`config.mk`:
```
export PLATFORM = sky130hd
export DESIGN_NAME = unique0_sel
export DESIGN_NICKNAME = d
export VERILOG_FILES = /design/src/rtl/unique0_pkg.sv /design/src/rtl/unique0_lane_cmp.sv /design/src/rtl/unique0_sel.sv
export SDC_FILE = /design/constraint.sdc
export NUM_CORES = 1
export LEC_CHECK = 0
export CAP_MARGIN = 30
export CORE_UTILIZATION = 32
export CTS_CLUSTER_DIAMETER = 40
export DETAILED_ROUTE_END_ITERATION = 7
export PLACE_DENSITY_LB_ADDON = 0.05
export SLEW_MARGIN = 20
export SYNTH_ARGS = -nofsm -noshare
export SYNTH_HDL_FRONTEND = slang
export SYNTH_HIERARCHICAL = 1
export SYNTH_SLANG_ARGS = --single-unit
export TNS_END_PERCENT = 50
```
`constraint.sdc`:
```
create_clock -name clk -period 1.7 [get_ports clk]
set_input_delay 0.34 -clock clk [delete_from_list [all_inputs] [get_ports clk]]
set_output_delay 0.34 -clock clk [all_outputs]
set_load 0.1 [all_outputs]
```
`src/rtl/unique0_pkg.sv`:
```
// unique0_pkg: shared defaults and bit-vector helpers for the unique0 selector.
package unique0_pkg;
  localparam int WIDTH_D  = 32;
  localparam int THRESH_D = 30;
  localparam int CNT_W_D  = 16;
  localparam int MAX_N    = 16;
  function automatic logic [MAX_N-1:0] onehot_lowest(input logic [MAX_N-1:0] v);
    return v & (~v + MAX_N'(1));
  endfunction
  function automatic logic popcnt_ge2(input logic [MAX_N-1:0] v);
    return (v & (v - MAX_N'(1))) != '0;
  endfunction
endpackage

```
`src/rtl/unique0_lane_cmp.sv`:
```
// unique0_lane_cmp: unsigned strict greater-than compare of one operand against a constant.
module unique0_lane_cmp
  import unique0_pkg::*;
#(
  parameter int          WIDTH  = WIDTH_D,
  parameter int unsigned THRESH = THRESH_D
) (
  input  logic [WIDTH-1:0] op,
  output logic             cond
);
  assign cond = op > WIDTH'(THRESH);
endmodule

```
`src/rtl/unique0_sel.sv`:
```
// unique0_sel: registered one-of-N threshold selector with lowest-index priority
// and overlap (uniqueness violation) detection, sticky flag and saturating count.
module unique0_sel
  import unique0_pkg::*;
#(
  parameter int          WIDTH     = WIDTH_D,
  parameter int          N         = 2,
  parameter int unsigned THRESH    = THRESH_D,
  parameter int          CNT_W     = CNT_W_D,
  parameter bit          REPORT_OV = 1'b1,
  localparam int         IW        = (N > 1) ? $clog2(N) : 1
) (
  input  logic             clk,
  input  logic             rst_n,
  input  logic             in_valid,
  input  logic [N*WIDTH-1:0] op,
  input  logic             viol_clr,
  output logic             out_valid,
  output logic [N-1:0]     match,
  output logic [IW-1:0]    match_idx,
  output logic             none,
  output logic             overlap,
  output logic             viol_sticky,
  output logic [CNT_W-1:0] viol_cnt
);
  logic [N-1:0]     cond;
  logic [MAX_N-1:0] cond_w;
  logic [N-1:0]     win;
  logic [IW-1:0]    idx;
  logic             ovl;
  for (genvar g = 0; g < N; g++) begin : g_lane
    unique0_lane_cmp #(.WIDTH(WIDTH), .THRESH(THRESH)) u_cmp (
      .op  (op[g*WIDTH +: WIDTH]),
      .cond(cond[g])
    );
  end
  assign cond_w = MAX_N'(cond);
  assign win    = N'(onehot_lowest(cond_w));
  assign ovl    = popcnt_ge2(cond_w);
  // Scanning downward lets the lowest set lane overwrite any higher one.
  always_comb begin
    idx = '0;
    for (int i = N - 1; i >= 0; i--) if (cond[i]) idx = IW'(i);
  end
  always_ff @(posedge clk or negedge rst_n) begin
    if (!rst_n) begin
      out_valid   <= 1'b0;
      match       <= '0;
      match_idx   <= '0;
      none        <= 1'b0;
      overlap     <= 1'b0;
      viol_sticky <= 1'b0;
      viol_cnt    <= '0;
    end else begin
      out_valid <= in_valid;
      if (in_valid) begin
        match     <= win;
        match_idx <= idx;
        none      <= ~|cond;
        overlap   <= ovl;
      end
      if (viol_clr) begin
        viol_sticky <= 1'b0;
        viol_cnt    <= '0;
      end else if (in_valid && ovl) begin
        viol_sticky <= 1'b1;
        viol_cnt    <= (&viol_cnt) ? viol_cnt : viol_cnt + CNT_W'(1);
      end
    end
  end
`ifndef SYNTHESIS
  always @(posedge clk)
    if (REPORT_OV && rst_n && out_valid && overlap)
      $error("unique0_sel: more than one condition true, lane %0d chosen", match_idx);
`endif
endmodule

```
==> insert_results.sql <==
INSERT INTO impl_metrics (metric_group, metric, value, unit) VALUES
('die', 'std_cell_rows', '23', ''),
('cts', 'numClockSinks', '22', ''),
('die', 'fp.dieW', '66.6', 'µm'),
('cts', 'clock_tree.htree_level_count', '1', ''),
('place', 'finalWeightedCongestion', '0.757', ''),
('final_layout', 'final_nets', '345', ''),
('final_layout', 'area.growth.synth_to_final', '119', '%'),
('timing', 'achievable-frequency', '0.565', 'GHz'),
('die', 'die_h', '66.6', 'µm'),
('power_and_ir_drop', 'vdd.ir_drop.worst', '0.254', 'mV'),
('timing', 'setup_violations', '7', ''),
('route', 'route.detailed.drc', '0', ''),
('worst_setup_path', 'cp-startpoint', 'op[3]', ''),
('place', 'io_buffer_count', '90', ''),
('route', 'ant_nets', '0', ''),
('global_routing', 'overflow_after_grt', '0', ''),
('cts', 'clock_latency', '0.28', 'ns'),
('route', 'viasPerCell', '5.59', ''),
('place', 'estimated_wirelength_of_the_detail_placed_design', '4.09', 'mm'),
('timing', 'final_max_slew_viol_count', '0', ''),
('cts', 'tritoncts.num_buffers', '3', ''),
('outcome', 'violations', 'setup timing', ''),
('cts', 'cts.hold.buffers_added', '0', ''),
('logic_synthesis', 'synth.avg_cell_area', '9.28', 'µm²'),
('route', 'vias', '1817', ''),
('power_and_ir_drop', 'power.share.clock', '29.5', '%'),
('logic_synthesis', 'count_of_mapped_cells_out_of_synthesis', '144', ''),
('worst_setup_path', 'timing.rr.start', 'viol_cnt[10]', ''),
('timing', 'grt_setup_unrepaired', 'true', ''),
('logic_synthesis', 'synth.net_count', '213', ''),
('final_layout', 'antennaDiodeCount', '0', ''),
('logic_synthesis', 'synth_seq_cells', '22', ''),
('global_routing', 'grt_pass1_vias', '1821', ''),
('die', 'design.die.area', '4440', 'µm²'),
('timing', 'clock-skew-final', '0.00835', 'ns'),
('timing', 'layout_setup_ws', '-0.0684', 'ns'),
('global_routing', 'globalRouteTotalUtil', '25.3', '%'),
('timing', 'min_period', '1.77', 'ns'),
('route', 'postRouteWirelength', '5.71', 'mm'),
('die', 'placeableCoreArea', '4000', 'µm²'),
('route', 'avg_wl_per_cell', '17.6', 'µm'),
('power_and_ir_drop', 'power_report.internal_total', '852', 'µW'),
('final_layout', 'finalCoreUtilization', '73.3', '%'),
('worst_setup_path', 'critPathCaptureType', 'flop', ''),
('outcome', 'run_status', 'complete, but fails checks', ''),
('power_and_ir_drop', 'power_per_cell_area', '413', 'nW/µm²'),
('timing', 'timing.hold.ws', '0.418', 'ns'),
('final_layout', 'post_route_cells_drive_above_1_share', '70.5', '%'),
('global_routing', 'grt_start_max_net_pins', '23', ''),
('die', 'start_util', '33.4', '%'),
('worst_setup_path', 'timing.critical_path.from_type', 'input port', ''),
('power_and_ir_drop', 'leakagePower', '0.00121', 'µW'),
('hold_path', 'holdCritPathClass', 'in2async', ''),
('worst_setup_path', 'cp_data_required_time', '1.91', 'ns'),
('power_and_ir_drop', 'post-layout-total-power', '1210', 'µW'),
('power_and_ir_drop', 'power.net_switching', '358', 'µW'),
('power_and_ir_drop', 'power.combinational.fraction', '25.7', '%'),
('logic_synthesis', 'ys.warnings.count', '6', ''),
('worst_setup_path', 'crit_type', 'in2reg', ''),
('worst_setup_path', 'maximum_fanout_count_along_the_critical_path', '4', ''),
('logic_synthesis', 'netlist.top_cell.by_area', 'sky130_fd_sc_hd__dfrtp_1', ''),
('route', 'drt_pre_antenna_iters', '4', ''),
('timing', 'tightest_slew', '0.312', 'ns'),
('job', 'maxCapViolations', '0', ''),
('die', 'pin_count', '91', ''),
('logic_synthesis', 'synth_cell_types', '34', ''),
('logic_synthesis', 'post_synth_main_area_contributors', 'sky130_fd_sc_hd__dfrtp_1 (41%), sky130_fd_sc_hd__nor4_2 (5.6%), sky130_fd_sc_hd__nor4_1 (4.7%)', ''),
('power_and_ir_drop', 'netSwitchingFraction', '29.6', '%'),
('timing', 'layout_worst_path_cycle_share', '104', '%'),
('global_routing', 'antenna_found_initial', '0', ''),
('timing', 'timing.max_slew.rel_slack', '79.0', '%');
[Yosys cell counts (all sizes together)]
library cell and instances:
nor4 16, and3 3, or4 8, nor2b 1, o31ai 7, mux2 3, a31o 1, or3 3
o41ai 1, mux2i 1, a21oi 12, nand2 9, a211oi 2, inv 8, dfrtp 22, a41o 1
o21ai 4, nand3b 1, clkbuf 3, nor2 7, ha 1, and4 3, nand4 6, buf 2
a311o 2, nor3 5, nand3 10, o311ai 1, a41oi 1
[per-layer routing]
layer / track usage (%) / wire length (µm) / vias to the layer above
met5: 0 / 0 / -
met4: 9.84 / 143 / 0
met1: 27.4 / 2090 / 892
li1: - / - / 835
met3: 4.62 / 383 / 15
met2: 47.7 / 3100 / 75
[sequential cells by signal, indices dropped and copies added (netlist names)]
register / count
match: 2
none: 1
out_valid: 1
overlap: 1
viol_cnt: 16
viol_sticky: 1
[kinds of logic (layout without fill, tap and decap cells)]
family          count (synthesis)  count (layout)  synth area share, %
compound gates                 32              32                 15.9
fa+ha+maj                       1               1                0.936
buf+inv                        13             144                 4.12
flops                          22              22                 41.2
mux                             4               4                 3.28
simple gates                   72              72                 34.6
[layout make-up]
cell class                 instances  area, µm²  area share [%]
timing repair buffer             132       1210            41.2
multi-input combinational        109        981            33.5
inverter                           8       30.0            1.02
clock buffer                       4       45.0            1.54
tap                               50       62.6            2.13
sequential                        22        603            20.6
[power groups by stage]
stage	clock network [µW]	registers, µW	logic [µW]
after floorplan	0	613	38.2
after global placement	0	554	333
after detailed placement	0	555	341
after CTS	355	542	298
after global routing	371	543	330
final	358	542	311
[cell usage in the layout (no fill, tap or decap), types with 5 or more instances in the layout]
cell and count:
sky130_fd_sc_hd__a21oi_2 8, sky130_fd_sc_hd__buf_12 24, sky130_fd_sc_hd__buf_2 51, sky130_fd_sc_hd__buf_4 36
sky130_fd_sc_hd__buf_6 11, sky130_fd_sc_hd__dfrtp_1 6, sky130_fd_sc_hd__dfrtp_4 13, sky130_fd_sc_hd__dlygate4sd2_1 5
sky130_fd_sc_hd__inv_1 7, sky130_fd_sc_hd__nand2_1 8, sky130_fd_sc_hd__nand3_1 6, sky130_fd_sc_hd__nand4_1 6
sky130_fd_sc_hd__nor2_1 7, sky130_fd_sc_hd__nor4_2 10, sky130_fd_sc_hd__o31ai_1 5, sky130_fd_sc_hd__or4_4 6
[what timing repair did]
action,in CTS,in global routing
setup endpoints to repair,21,14
resized for setup,241,22
pin swaps,19,18
cloned,0,1
setup buffers,6,3
[through the flow]
stage / cells / setup TNS [ns] / cell area [µm²]
after floorplan: 144 / -1.25 / 1440
after global placement: 312 / -10.25 / 2870
final: 325 / -0.239 / 2930
after global routing: 325 / -1.03 / 2930
after CTS: 322 / -0.0971 / 2830
after detailed placement: 312 / -12.34 / 2870
[final timing paths]
path	endpoint	slack [ns]	cells after the start
setup reg to reg	viol_cnt[12]	-0.05	4
setup / recovery	viol_cnt[9]	-0.07	7
max in group asynchronous	viol_cnt[1]	1.01	2
hold reg to reg	viol_sticky	0.57	2
min in group clk	viol_sticky	0.57	2
hold / removal	viol_cnt[6]	0.42	2
[critical path, stage by stage]
cell	delay [ns]
sky130_fd_sc_hd__buf_6	0.06
sky130_fd_sc_hd__and3_4	0.17
sky130_fd_sc_hd__a311o_1	0.28
sky130_fd_sc_hd__nand3_2	0.12
sky130_fd_sc_hd__or3_4	0.41
sky130_fd_sc_hd__or4_4	0.43
sky130_fd_sc_hd__a21oi_2	0.16
Note: power is estimated with default switching activity, not from simulation.
